--- config.mk ---
export PLATFORM = sky130hd
export DESIGN_NAME = tone_curve_lut
export DESIGN_NICKNAME = d
export VERILOG_FILES = /design/src/rtl/tone_curve_pkg.sv /design/src/rtl/tone_curve_lane.sv /design/src/rtl/tone_curve_lut.sv
export SDC_FILE = /design/constraint.sdc
export NUM_CORES = 2
export LEC_CHECK = 0
export ABC_AREA = 1
export CAP_MARGIN = 20
export CELL_PAD_IN_SITES_DETAIL_PLACEMENT = 0
export CELL_PAD_IN_SITES_GLOBAL_PLACEMENT = 1
export CORE_AREA = 2 2 864 780
export CTS_CLUSTER_SIZE = 10
export DETAILED_ROUTE_END_ITERATION = 6
export DIE_AREA = 0 0 866 782
export DONT_BUFFER_PORTS = 1
export GPL_TIMING_DRIVEN = 0
export MAX_ROUTING_LAYER = met4
export PLACE_DENSITY = 0.52
export SLEW_MARGIN = 0
export SYNTH_ARGS = -nofsm -noshare
export SYNTH_HDL_FRONTEND = slang
export SYNTH_SLANG_ARGS = --single-unit
export TNS_END_PERCENT = 100
--- constraint.sdc ---
create_clock -name clk -period 14.1 [get_ports clk]
set_input_delay 0.705 -clock clk [delete_from_list [all_inputs] [get_ports clk]]
set_output_delay 0.705 -clock clk [all_outputs]
set_load 0.05 [all_outputs]
--- src/rtl/tone_curve_pkg.sv ---
// Shared types and helpers for the tone-curve stage.
// Define TONE_CURVE_INTERP_EN to build the fractional-index interpolating variant.
package tone_curve_pkg;

    typedef enum logic {INIT, RUN} state_e;

`ifdef TONE_CURVE_INTERP_EN
    localparam bit INTERP_EN   = 1'b1;
    localparam int PIPE_STAGES = 3;
`else
    localparam bit INTERP_EN   = 1'b0;
    localparam int PIPE_STAGES = 2;
`endif

    function automatic int addr_w(input int depth);
        return $clog2(depth);
    endfunction

    function automatic int lane_lsb(input int lane, input int width);
        return lane * width;
    endfunction

endpackage

--- src/rtl/tone_curve_lane.sv ---
// One lane: signed clamp to table range, private copy of the curve table, read pipeline.
// TONE_CURVE_INTERP_EN adds a second read port and a linear-interpolation stage.
module tone_curve_lane
    import tone_curve_pkg::*;
#(
    parameter int WIDTH     = 16,
    parameter int DEPTH     = 256,
    parameter int FRAC_BITS = 4,
    localparam int ADDR_W   = addr_w(DEPTH)
) (
    input  logic                   clk,
    input  logic                   rst_n,
    input  logic [PIPE_STAGES-1:0] stage_en,
    input  logic                   wr_en,
    input  logic [ADDR_W-1:0]      wr_addr,
    input  logic [WIDTH-1:0]       wr_data,
    input  logic [WIDTH-1:0]       pix_in,
    output logic [WIDTH-1:0]       val_out
);

    localparam int SHIFT = INTERP_EN ? FRAC_BITS : 0;
    localparam logic signed [WIDTH-1:0] MAXV    = WIDTH'((DEPTH - 1) << SHIFT);
    localparam logic [ADDR_W-1:0]       MAX_IDX = ADDR_W'(DEPTH - 1);

    logic [WIDTH-1:0]        tbl_mem [DEPTH];
    logic signed [WIDTH-1:0] pix;
    logic [ADDR_W-1:0]       idx_q, idx_d;
    logic [WIDTH-1:0]        val_q, val_d;

    assign pix     = $signed(pix_in);
    assign val_out = val_q;

    // Plain write port: a read in the same cycle sees the old contents.
    always_ff @(posedge clk) begin
        if (wr_en) tbl_mem[wr_addr] <= wr_data;
    end

    always_comb begin
        idx_d = idx_q;
        if (stage_en[0]) begin
            if (pix[WIDTH-1])    idx_d = '0;
            else if (pix > MAXV) idx_d = MAX_IDX;
            else                 idx_d = pix[SHIFT +: ADDR_W];
        end
    end

`ifdef TONE_CURVE_INTERP_EN
    localparam int PW = WIDTH + FRAC_BITS + 2;

    logic [FRAC_BITS-1:0] frac_q, frac_d, frac2_q, frac2_d;
    logic [WIDTH-1:0]     e0_q, e0_d, e1_q, e1_d;
    logic [ADDR_W-1:0]    idx_nx;
    logic signed [PW-1:0] prod;

    assign idx_nx = (idx_q == MAX_IDX) ? idx_q : idx_q + ADDR_W'(1);

    always_comb begin
        frac_d  = frac_q;
        e0_d    = e0_q;
        e1_d    = e1_q;
        frac2_d = frac2_q;
        val_d   = val_q;
        prod    = (PW'($signed(e1_q)) - PW'($signed(e0_q))) * PW'($signed({1'b0, frac2_q}));
        if (stage_en[0]) begin
            if (pix[WIDTH-1] || pix > MAXV) frac_d = '0;
            else                            frac_d = pix[FRAC_BITS-1:0];
        end
        if (stage_en[1]) begin
            e0_d    = tbl_mem[idx_q];
            e1_d    = tbl_mem[idx_nx];
            frac2_d = frac_q;
        end
        if (stage_en[2]) val_d = e0_q + WIDTH'(prod >>> FRAC_BITS);
    end

    always_ff @(posedge clk or negedge rst_n) begin
        if (!rst_n) begin
            idx_q   <= '0;
            frac_q  <= '0;
            e0_q    <= '0;
            e1_q    <= '0;
            frac2_q <= '0;
            val_q   <= '0;
        end else begin
            idx_q   <= idx_d;
            frac_q  <= frac_d;
            e0_q    <= e0_d;
            e1_q    <= e1_d;
            frac2_q <= frac2_d;
            val_q   <= val_d;
        end
    end
`else
    always_comb begin
        val_d = val_q;
        if (stage_en[1]) val_d = tbl_mem[idx_q];
    end

    always_ff @(posedge clk or negedge rst_n) begin
        if (!rst_n) begin
            idx_q <= '0;
            val_q <= '0;
        end else begin
            idx_q <= idx_d;
            val_q <= val_d;
        end
    end
`endif

endmodule

--- src/rtl/tone_curve_lut.sv ---
// Multi-lane programmable tone curve: identity self-fill after reset, then valid/ready streaming lookups.
// Pipeline depth follows TONE_CURVE_INTERP_EN (2 stages without, 3 with).
module tone_curve_lut
    import tone_curve_pkg::*;
#(
    parameter int WIDTH     = 16,
    parameter int DEPTH     = 256,
    parameter int CHANNELS  = 1,
    parameter int FRAC_BITS = 4,
    localparam int ADDR_W   = addr_w(DEPTH)
) (
    input  logic                      clk,
    input  logic                      rst_n,
    input  logic                      in_valid,
    output logic                      in_ready,
    input  logic [CHANNELS*WIDTH-1:0] in_data,
    output logic                      out_valid,
    input  logic                      out_ready,
    output logic [CHANNELS*WIDTH-1:0] out_data,
    input  logic                      cfg_wen,
    input  logic [ADDR_W-1:0]         cfg_waddr,
    input  logic [WIDTH-1:0]          cfg_wdata,
    output logic                      cfg_ready,
    output logic                      init_done
);

    localparam logic [ADDR_W-1:0] MAX_IDX = ADDR_W'(DEPTH - 1);
    localparam int LAST = PIPE_STAGES - 1;

    state_e                 state_q, state_d;
    logic [ADDR_W-1:0]      fill_q, fill_d;
    logic [PIPE_STAGES-1:0] vld_q, vld_d, stage_en;
    logic                   adv;
    logic                   accept;
    logic                   wr_en;
    logic [ADDR_W-1:0]      wr_addr;
    logic [WIDTH-1:0]       wr_data;

    assign init_done = (state_q == RUN);
    assign cfg_ready = (state_q == RUN);
    assign in_ready  = (state_q == RUN) && stage_en[0];
    assign accept    = in_valid && in_ready;
    assign out_valid = vld_q[LAST];

    always_comb begin
        state_d = state_q;
        fill_d  = fill_q;
        if (state_q == INIT) begin
            fill_d = fill_q + ADDR_W'(1);
            if (fill_q == MAX_IDX) state_d = RUN;
        end
    end

    // A stage may load when it is empty or its contents move on this cycle.
    always_comb begin
        adv            = !vld_q[LAST] || out_ready;
        stage_en[LAST] = adv;
        for (int k = LAST - 1; k >= 0; k--) begin
            adv         = !vld_q[k] || adv;
            stage_en[k] = adv;
        end
    end

    always_comb begin
        vld_d = vld_q;
        if (stage_en[0]) vld_d[0] = accept;
        for (int k = 1; k < PIPE_STAGES; k++) begin
            if (stage_en[k]) vld_d[k] = vld_q[k-1];
        end
    end

    always_comb begin
        wr_en   = (state_q == INIT) || cfg_wen;
        wr_addr = (state_q == INIT) ? fill_q : cfg_waddr;
        wr_data = (state_q == INIT) ? WIDTH'(fill_q) : cfg_wdata;
    end

    always_ff @(posedge clk or negedge rst_n) begin
        if (!rst_n) begin
            state_q <= INIT;
            fill_q  <= '0;
            vld_q   <= '0;
        end else begin
            state_q <= state_d;
            fill_q  <= fill_d;
            vld_q   <= vld_d;
        end
    end

    for (genvar k = 0; k < CHANNELS; k++) begin : g_lane
        tone_curve_lane #(
            .WIDTH    (WIDTH),
            .DEPTH    (DEPTH),
            .FRAC_BITS(FRAC_BITS)
        ) u_lane (
            .clk     (clk),
            .rst_n   (rst_n),
            .stage_en(stage_en),
            .wr_en   (wr_en),
            .wr_addr (wr_addr),
            .wr_data (wr_data),
            .pix_in  (in_data[lane_lsb(k, WIDTH) +: WIDTH]),
            .val_out (out_data[lane_lsb(k, WIDTH) +: WIDTH])
        );
    end

endmodule

# Yosys cells after proc, flatten, opt, wreduce, memory -nomap -nowiden
# Memory sizes are Yosys's and may differ from the RTL's. A register that Yosys moved wholly into a read port is not among the register bits.
# Cells that the tools add are included.
# Widths: inputs -> output; s select.
# word_totals
regBits,19
output_inout_bits,20
wordCells,26
memories,1
mem_bits_rw,4096
# classes
eq_ne,1
n_lt_le_gt_ge,1
n_reduce_logical,8
bitwise,1
mux,8
addsub,1
# memory_table
memory,words,word_bits,rd,rd_ports_with_merged_regs,write_ports,line,text
g_lane[0].u_lane.tbl_mem,256,16,1,1,1,tone_curve_lane.sv:25,logic [WIDTH-1:0] tbl_mem [DEPTH];
# op_table
op,count
$mux 8,3
$gt 16x9->1 const B,1
$mux 16,1
$add 8x1->8 const B,1
$eq 8x8->1 const B,1
$mux 1,4
$logic_not 1->1,3
$logic_or 1x1->1,3
$logic_and 1x1->1,2
$not 1->1,1

# Longest topological paths before layout
# logic_depth
depth_word,5
mapped_depth,15
ltp_nobuf,11

# Hierarchy
# Synthesis repeated with hierarchy kept, for this count alone.
# hier_totals
cells_unflattened,13774
area_unflattened_um2,166649.8
# modules_own_cells
mod,cells_each,area_per_inst_um2,n_inst,seq_area_each_um2
tone_curve_lane,13650,165855.3,1,123598.5
tone_curve_lut,124,794.5,1,275.3

# Worst setup path after synthesis
# OpenSTA, ideal clock, no wires.
# synth_timing
kind,reg-to-reg
start,reg state_q (netlist: cfg_ready)
end,"mem g_lane[0].u_lane.tbl_mem[0][7], data pin"
path_buffers,3
arrival_ns,11.147
slack_ns,0.766
stages_incl_launch_ff,5
setup_time_ns,2.187
cell_sequence,dfrtp_1 > buf_4 > clkbuf_1 > clkbuf_1 > o21ai_0
# synth_between
elab_chain_len,1
# synth_rtl
element,line,text
"start, declared",tone_curve_lut.sv:30,"state_e state_q, state_d;"
"start signal, assigned",tone_curve_lut.sv:84,state_q <= state_d;
$mux 16,tone_curve_lut.sv:75,wr_data = (state_q == INIT) ? WIDTH'(fill_q) : cfg_wdata;
via g_lane[0].u_lane.wr_data[7],tone_curve_lane.sv:16,"input logic [WIDTH-1:0] wr_data,"
"end, declared",tone_curve_lane.sv:25,
# The timed path passes the listed nets, and every way through them passes these cells.

# Final worst setup path
# layout_timing
start,reg state_q (netlist: cfg_ready)
end,"mem g_lane[0].u_lane.tbl_mem[90][3], enable pin"
# layout_between
elab_chain_len,4
# layout_rtl
element,line,text
$not 1->1,n/a,
$logic_or 1x1->1,tone_curve_lut.sv:73,wr_en = (state_q == INIT) || cfg_wen;
$mux 1,tone_curve_lane.sv:35,if (wr_en) tbl_mem[wr_addr] <= wr_data;
$mux 1 (not written as such),tone_curve_lane.sv:35,
# Several ways; a longest one is shown, not always the timed one.

==> flow_summary_export.csv <==
group,metric,value,unit
outcome,status,"finished clean",
synthesis,synthFlopType,"edfxtp_1",
power_and_ir_drop,p_per_area,134,nW/um^2
detailed_routing,first_pass_iters,6,
clock_tree,cts_setup_buffers,0,
timing,setup_ws,8300,ps
setup_path,slowest_stage,"a21oi_1",
synthesis,synth_seq_cells,4131,
place,io_buffer_count,0,
place,place_inst,23000,
floorplan,dieArea,677000,sq um
synthesis,yosysMostFrequentCell,"nand2_1",
timing,tightest_slew,1330,ps
cells_and_area,fin_util,0.299,
place,dp_hpwl,594000,um
synthesis,mappedNetlistArea,167000,sq um
global_routing,grt_max_degree,135,
timing,fin_crit,5800,ps
clock_tree,cts.sinks,4131,
floorplan,rows,285,
power_and_ir_drop,p_leak,66.4,nW
synthesis,ys_types,31,
cells_and_area,fin_area,199000,sq um
job,cap_violations,0,
worst_hold_path,min_path_type,"in -> reg",
detailed_routing,drc,0,
setup_path,critPathTopFamily,"simple AND/OR/NAND/NOR gates",
timing,finalSetupTns,0,ps
global_routing,grt_usage,0.242,
cells_and_area,multi_input_area,38900,sq um
worst_hold_path,hp-start,"in_data[7]",
place,dpl_cell_area,186000,sq um
global_routing,grt_pass1_wl,1070000,um
synthesis,ys_top_cells_by_area,"edfxtp_1 74%, nand3_1 12%, nand2_1 9.4%",
timing,clock_skew,77.8,ps
setup_path,cp_max_fo,10,
cells_and_area,drive_gt1_frac,0.130,
detailed_routing,ant_nets,0,
detailed_routing,vias,123000,
clock_tree,clock_path_buffers,4,
detailed_routing,drt_wl_total,828000,um
floorplan,floorplan.die.height,782,um
cells_and_area,nNetsFinal,14600,
floorplan,core-area,668000,sq um
floorplan,ios,65,
floorplan,start_util,0.250,
clock_tree,htreeDepth,5,
global_routing,antenna_found_initial,90,
cells_and_area,regArea,124000,sq um
timing,max_freq,172,MHz
power_and_ir_drop,power,26.7,mW
floorplan,die_w,866,um
timing,slew_headroom,0.112,
setup_path,critical_path.startpoint,"cfg_ready$_DFF_PN0_",
synthesis,synth_edf_count,4096,
setup_path,crit_buf_inv,5,
timing,hold_viol_final,0,
place,place_congestion,0.935,
clock_tree,cts_root_buffer,"clkbuf_16",
setup_path,critPathArrivalTime,6560,ps
cells_and_area,area_growth,19.7,%
synthesis,synth_nets,13800,
clock_tree,clkSlewWorstSetupHoldPaths,60,ps
timing,post-route-period-util,0.411,
clock_tree,cts_tree,"yes",
detailed_routing,viasPerCell,5.17,
clock_tree,cts_made_buffers,474,
detailed_routing,drt_iter0_drc,20500,
cells_and_area,n_fill_cell,67700,
place,pre_cts_ws,8640,ps
detailed_routing,wire_per_inst,34.9,um
timing,whs,87.5,ps
setup_path,worstSetupEndpointType,"flop",
timing,final_max_slew_viol_count,0,
power_and_ir_drop,vdd_drop_max,110,uV
setup_path,worst_r2r_startpoint,"cfg_ready$_DFF_PN0_",
setup_path,crit_type,"reg -> reg",
timing,rsz0062_at_grt,"no",
cells_and_area,stdcell_count,23700,
setup_path,max_stage_delay,1090,ps
synthesis,synth_warnings,0,
synthesis,synth-async-reset-ratio,0.00847,
synthesis,synthCells,13700,
synthesis,yosysTopAreaCellShare,0.738,
setup_path,crit_required,14860,ps
clock_tree,worstSkewPairLatency,1080,ps
global_routing,grt_overflow_total,0,
synthesis,syn_avg_cell_area,12.1,sq um
setup_path,path_cells,"buf_4 > clkbuf_1 > a21oi_1 > inv_1 > nor2_1 > nand2_1 > buf_2 > nor2_2 > buf_16",
setup_path,start_kind,"flop",
synthesis,yosys.area.top_type,"edfxtp_1",
timing,setup_viol,0,
global_routing,grt_pass1_vias,108000,
synthesis,ys_seq_area_frac,0.743,
synthesis,synth_commonest_cells,"4,178 x nand2_1, 4,096 x edfxtp_1, 4,085 x nand3_1",
==> final cells by class <==
type / count / area share
clock buffer: 637 / 0.0633
buffer: 945 / 0.0253
sequential: 4131 / 0.621
timing repair buffer: 349 / 0.0344
antenna: 52 / 0.000652
clock inverter: 68 / 0.00340
tap: 8897 / 0.0558
inverter: 43 / 0.00114
multi-input combinational: 8600 / 0.195
==> path summary, 6_finish.rpt <==
kind                                                              to  slack [ps]  cells past startpoint
max in group asynchronous   g_lane[0].u_lane.val_out[13]$_DFFE_PN0P_       13550                      2
min reg2reg                                    fill_q[5]$_DFFE_PN0N_         540                      2
min in group asynchronous                      fill_q[6]$_DFFE_PN0N_         130                      2
max reg2reg                g_lane[0].u_lane.tbl_mem[90][3]$_DFFE_PP_        8300                      9
max                        g_lane[0].u_lane.tbl_mem[90][3]$_DFFE_PP_        8300                      9
min                            g_lane[0].u_lane.idx_q[7]$_DFFE_PN0N_          90                      3
==> state kept, by name, indices dropped and copies added (netlist names) <==
register / count
vld_q: 2
g_lane.u_lane.idx_q: 8
g_lane.u_lane.tbl_mem: 4096
g_lane.u_lane.val_out: 16
cfg_ready: 1
fill_q: 8
==> tightest hold or removal path, delay by kind of cell <==
kind            cells  cell delay (ps)
buf+inv             1              210
compound gates      2              200
==> power by group <==
| part | internal [mW] | leakage, nW | switching [mW] |
|---|---|---|---|
| logic | 0.407 | 29.3 | 1.62 |
| registers | 13.3 | 30.7 | 0.0537 |
| clock network | 6.19 | 6.42 | 5.12 |
==> repair_timing <==
action / 4_1_cts / 5_1_grt
endpoints found under the hold margin: 43 / 0
hold buffers: 8 / 0
resized for setup: 0 / 0
==> cells in the final DEF (no fill, tap or decap), types with 52 or more instances in the layout <==
cell	n
diode_2	52
nand3_1	4084
buf_12	98
nor2_4	108
clkbuf_16	477
buf_1	79
clkbuf_1	268
buf_16	99
nor2_2	151
buf_8	133
nand2_1	4178
buf_2	568
edfxtp_1	4096
buf_4	127
==> cells by family after synthesis <==
group | share of synthesized area
compound gates | 0.00117
xor+xnor | 0.000315
fa+ha+maj | 0.0000751
buf+inv | 0.0310
flops | 0.743
simple gates | 0.224
==> per-layer routing <==
| metal | GRT usage | part of all wire | vias up |
|---|---|---|---|
| met5 | - | 0 | - |
| met4 | 0.0798 | 0.040 | 0 |
| met3 | 0.0554 | 0.11 | 1184 |
| met2 | 0.335 | 0.41 | 7561 |
| met1 | 0.348 | 0.44 | 63100 |
| li1 | - | - | 50800 |
(Power assumes the default switching activity.)
